### config.mk
export PLATFORM = sky130hd
export DESIGN_NAME = lcd_mmio_ctrl
export DESIGN_NICKNAME = d
export VERILOG_FILES = /design/src/rtl/lcd_mmio_ctrl.sv
export SDC_FILE = /design/constraint.sdc
export NUM_CORES = 1
export LEC_CHECK = 0
export CORE_MARGIN = 2
export CORE_UTILIZATION = 59
export CTS_CLUSTER_SIZE = 10
export DETAILED_ROUTE_END_ITERATION = 12
export PLACE_DENSITY = 0.84
export SYNTH_ARGS = -nofsm -noshare
export SYNTH_HDL_FRONTEND = slang
export SYNTH_SLANG_ARGS = --single-unit
### constraint.sdc
create_clock -name clk -period 4.3 [get_ports clk]
set_input_delay 0.43 -clock clk [delete_from_list [all_inputs] [get_ports clk]]
set_output_delay 0.43 -clock clk [all_outputs]
set_load 0.02 [all_outputs]
### src/rtl/lcd_mmio_ctrl.sv
// lcd_mmio_ctrl: buffered HD44780-style LCD controller, MMIO write FIFO plus self-timed E strobe.
// Optional LCD_SIM_PRINT_EN echoes each character strobe to the simulator console.
module lcd_mmio_ctrl #(
    parameter int FIFO_DEPTH      = 8,
    parameter int SETUP_CYCLES    = 2,
    parameter int PULSE_CYCLES    = 4,
    parameter int HOLD_CYCLES     = 2,
    parameter int LONG_CMD_CYCLES = 64
) (
    input  logic        clk,
    input  logic        rst_n,
    input  logic        bus_sel,
    input  logic [1:0]  bus_addr,
    input  logic [7:0]  bus_wdata,
    input  logic        bus_wen,
    output logic [31:0] bus_rdata,
    output logic [7:0]  lcd_data,
    output logic [1:0]  lcd_ctrl,
    output logic        lcd_enable,
    output logic        busy
);
    localparam int AW   = $clog2(FIFO_DEPTH);
    localparam int NW   = AW + 1;
    localparam int HL   = HOLD_CYCLES + LONG_CMD_CYCLES;
    localparam int SP   = SETUP_CYCLES > PULSE_CYCLES ? SETUP_CYCLES : PULSE_CYCLES;
    localparam int MAXC = SP > HL ? SP : HL;
    localparam int TW   = $clog2(MAXC + 1);

    typedef enum logic [1:0] {IDLE, SETUP, PULSE, HOLD} state_t;

    logic [8:0]    mem_q [FIFO_DEPTH];
    logic [AW-1:0] wp_q, rp_q;
    logic [NW-1:0] cnt_q;
    logic          ovf_q;
    state_t        state_q, state_d;
    logic [TW-1:0] tmr_q, tmr_d;
    logic [7:0]    data_q, data_d;
    logic          rs_q, rs_d;
    logic          full, empty, wr_fifo, push, pop, long_cmd;

    assign full     = cnt_q == NW'(FIFO_DEPTH);
    assign empty    = cnt_q == '0;
    assign wr_fifo  = bus_sel & bus_wen & ~bus_addr[1];
    assign push     = wr_fifo & ~full;
    assign pop      = (state_q == IDLE) & ~empty;
    assign long_cmd = ~rs_q & (data_q inside {8'h01, 8'h02, 8'h03});

    // Storage carries no reset: occupancy is tracked solely by the pointers and count.
    always_ff @(posedge clk)
        if (push) mem_q[wp_q] <= {~bus_addr[0], bus_wdata};

    always_ff @(posedge clk) begin
        if (!rst_n) begin
            wp_q    <= '0;
            rp_q    <= '0;
            cnt_q   <= '0;
            ovf_q   <= 1'b0;
            state_q <= IDLE;
            tmr_q   <= '0;
            data_q  <= '0;
            rs_q    <= 1'b0;
        end else begin
            wp_q    <= push ? wp_q + AW'(1) : wp_q;
            rp_q    <= pop ? rp_q + AW'(1) : rp_q;
            cnt_q   <= cnt_q + NW'(push) - NW'(pop);
            ovf_q   <= (wr_fifo & full) ? 1'b1
                     : (bus_sel & bus_wen & (bus_addr == 2'd2) & bus_wdata[3]) ? 1'b0 : ovf_q;
            state_q <= state_d;
            tmr_q   <= tmr_d;
            data_q  <= data_d;
            rs_q    <= rs_d;
        end
    end

    always_comb begin
        state_d = state_q;
        tmr_d   = tmr_q;
        data_d  = data_q;
        rs_d    = rs_q;
        case (state_q)
            IDLE:
                if (!empty) begin
                    {rs_d, data_d} = mem_q[rp_q];
                    state_d        = SETUP;
                    tmr_d          = TW'(SETUP_CYCLES - 1);
                end
            SETUP: begin
                state_d = tmr_q == '0 ? PULSE : SETUP;
                tmr_d   = tmr_q == '0 ? TW'(PULSE_CYCLES - 1) : tmr_q - TW'(1);
            end
            PULSE: begin
                state_d = tmr_q == '0 ? HOLD : PULSE;
                tmr_d   = tmr_q != '0 ? tmr_q - TW'(1)
                        : long_cmd ? TW'(HL - 1) : TW'(HOLD_CYCLES - 1);
            end
            default: begin
                state_d = tmr_q == '0 ? IDLE : HOLD;
                tmr_d   = tmr_q == '0 ? tmr_q : tmr_q - TW'(1);
            end
        endcase
    end

    assign lcd_data   = data_q;
    assign lcd_ctrl   = {rs_q, 1'b0};
    assign lcd_enable = state_q == PULSE;
    assign busy       = ~empty | (state_q != IDLE);
    assign bus_rdata  = (bus_sel && bus_addr == 2'd2)
                      ? {16'h0, 8'(cnt_q), 4'h0, ovf_q, empty, full, busy} : 32'h0;

`ifdef LCD_SIM_PRINT_EN
    always @(negedge lcd_enable)
        if (lcd_ctrl == 2'b10) $write("%c", lcd_data);
`endif
endmodule

==> flow_summary_export.csv <==
group,metric,value,unit
yosys,yosys.area_share.xor_xnor,1.169,%
placement,gpl_wtd_cong,0.8448,
yosys,synth-compound-area-share,6.626,%
drt,num_vias,2616,
die,initial_core_util,61.31,%
yosys,synth_common_cells,"sky130_fd_sc_hd__edfxtp_1 (72), sky130_fd_sc_hd__dfxtp_1 (29), sky130_fd_sc_hd__buf_4 (27)",
die,top_level_ports,58,
yosys,synth.distinct_cells,52,
timing,setup_tns,0,ps
timing,hold_viol_final,0,
drt,drt_first_pass_iters,4,
timing,finalSetupViolCount,0,
die,rows,31,
power,pwr_density_cell,597.2,nW/um^2
setup_path,worstPathArrival,2290,ps
setup_path,critPathMaxFanout,9,
cells_and_area,antenna_cells_inserted,0,
clock_network,max-clock-path-buffers,2,
timing,rsz0062_at_grt,"false",
yosys,synth_top_area_share,48.11,%
run,cap_viol_max_count,0,
timing,worst_clock_skew,14.15,ps
global_route,grt.overflow.total,0,
timing,max-slew-margin-rel,35.44,%
yosys,synth_area_per_cell,13.87,sq um
power,vdd.ir_drop.worst,238.8,uV
global_route,grtUsageTotal,20.09,%
setup_path,cp_data_required_time,3870,ps
drt,drt-total-wl,7788,microns
die,floorplan.die.width,91.28,microns
placement,dp_hpwl,5401,microns
timing,fmaxAchievable,368.0,MHz
run_status,run_status,"complete, no violations",
clock_network,cts.clk_slew.worst_paths,100,ps
timing,min_period,2718,ps
hold_path,min_path_type,"reg -> reg",
yosys,synth.area.top_cells,"sky130_fd_sc_hd__edfxtp_1 (48%), sky130_fd_sc_hd__dfxtp_1 (13%), sky130_fd_sc_hd__mux4_2 (9.0%)",
clock_network,cts_sinks,101,
drt,wire_per_inst,16.89,microns
cells_and_area,fin_util,68.00,%
timing,maxSlewViolCount,0,
clock_network,cts_made_buffers,9,
yosys,synth_sequential_area_ratio,61.02,%
setup_path,end_kind,"output pin",
die,core_area,7331,sq um
yosys,ys_async_sr_fraction,0,%
yosys,yosysWarningCount,0,
yosys,synth-edff-count,72,
cells_and_area,design.final.nets,385,
clock_network,htree_levels,3,
die,design.die.area,8332,sq um
setup_path,setup.worst_path.class,"reg -> out",
clock_network,clockRootBuffer,"sky130_fd_sc_hd__clkbuf_8",
clock_network,postCtsHoldBufs,0,
power,total_leakage_power,1.718,nW
placement,total_of_buffers_placed_on_input_and_output_ports,32,
drt,number_of_nets_with_antenna_violations_after_routing,0,
yosys,synthSimpleGateAreaFrac,8.463,%
yosys,muxShareOfSynthArea,11.72,%
drt,residual_drc,0,
clock_network,clock_latency,360,ps
yosys,yosys.area_share.adder,4.065,%
clock_network,cts_tree,"done",
drt,viasPerCell,5.675,
clock_network,postCtsSetupRepairBufs,0,
die,die_height,91.28,microns
yosys,synth.cell_area,4494,sq um
yosys,yosys_register_bits,101,
global_route,grt_start_max_net_pins,22,
setup_path,critical_path_source_type,"register",
yosys,synthMostInstantiatedCell,"sky130_fd_sc_hd__edfxtp_1",
timing,worst_margin_slew,964.9,ps
cells_and_area,area.growth.synth_to_final,10.91,%
cells_and_area,drive_above_1_share,12.71,%
yosys,netlist_instances,324,
yosys,largest_family_of_logic_cells_by_synthesized_area,"multiplexers",
cells_and_area,fill_cells,483,
global_route,antenna_found_initial,0,
yosys,synth_top_flop_cell,"sky130_fd_sc_hd__edfxtp_1",
drt,iteration_0_drc_count_of_the_detailed_router,152,
timing,layout_worst_path_cycle_share,63.20,%
global_route,via_count_of_the_first_global_routing_pass,2480,
global_route,grt_pass1_wl,12710,microns
yosys,netlist.top_cell.by_area,"sky130_fd_sc_hd__edfxtp_1",
clock_network,post_cts.resized_instances,0,
## report_power, final
part / internal [mW] / switching [mW]
Clock: 0.218 / 0.325
Sequential: 1.14 / 0.117
Combinational: 0.564 / 0.615
Total: 1.92 / 1.06
## cells in the final DEF (no fill, tap or decap), drive strengths merged, types with 3 or more instances in the layout
master	synthesis	routed
and3	3	3
conb	1	25
nor2	26	26
nor4	3	3
mux2i	11	11
and2	4	4
o21ai	13	13
inv	14	17
buf	31	4
nand2	10	10
a21oi	17	17
nor3	6	6
clkdlybuf4s50	0	32
clkinv	0	3
ha	13	13
or3	3	3
xnor2	5	5
dfxtp	29	29
nand2b	3	3
clkbuf	7	9
edfxtp	72	72
mux4	18	18
## registers in the layout (all words and copies together), names as in the netlist
name	cells
lcd_data	8
ovf_q	1
cnt_q	4
rs_q	1
mem_q	72
state_q	2
wp_q	3
rp_q	3
tmr_q	7
## final timing paths
| path | start | cells after the start | slack, ps | to |
|---|---|---|---|---|
| worst min-delay path | wp_q[0]$_SDFFE_PN0N_ | 2 | 490 | wp_q[0]$_SDFFE_PN0N_ |
| worst max-delay path | state_q[0]$_SDFFE_PN0N_ | 6 | 1580 | busy |
| worst max register to register | cnt_q[2]$_SDFF_PN0_ | 10 | 1630 | cnt_q[2]$_SDFF_PN0_ |
| worst min register to register | wp_q[0]$_SDFFE_PN0N_ | 2 | 490 | wp_q[0]$_SDFFE_PN0N_ |
## layout make-up
class	instances	area [sq um]	area share, %
clock inverters	7	57.56	1.155
flip-flops and latches	101	2743	55.02
repair buffers	36	350.3	7.028
clock buffers	9	123.9	2.485
inverters	14	52.55	1.054
well taps	99	123.9	2.485
multi-input cells	195	1534	30.77
## stage by stage
step	cells	total power [mW]	hold WS (ps)	worst slack [ps]	area, sq um
floorplan	348	2.181	457.1	1721	4584
global placement	445	2.409	475.7	1549	4803
CTS	461	2.993	490.9	1563	4985
global route	461	3.191	517.0	1367	4985
detailed placement	445	2.450	477.4	1471	4803
finish	461	2.977	493.6	1582	4985
## cells by family after synthesis
group	after synthesis
flip-flops	101
buffers and inverters	52
XOR/XNOR	6
AO/OA/AOI/OAI	47
other	1
adder cells (fa/ha/maj)	14
multiplexers	30
AND/OR/NAND/NOR	73
## layer usage
metal / vias to the layer above / track usage (%) / part of all wire [%]
li1: 1231 / - / -
met1: 1282 / 25.98 / 41
met2: 97 / 33.89 / 53
met3: 6 / 5.477 / 5.4
met4: 0 / 5.177 / 0.80
met5: - / 0 / 0
## critical path, stage by stage, from the launching register on
cell and delay (ps):
sky130_fd_sc_hd__dfxtp_1 400, sky130_fd_sc_hd__inv_1 90, sky130_fd_sc_hd__ha_1 300, sky130_fd_sc_hd__nor4bb_1 160
sky130_fd_sc_hd__buf_4 180, sky130_fd_sc_hd__inv_1 170, sky130_fd_sc_hd__clkdlybuf4s50_1 630
Note: power is estimated with default switching activity, not from simulation.
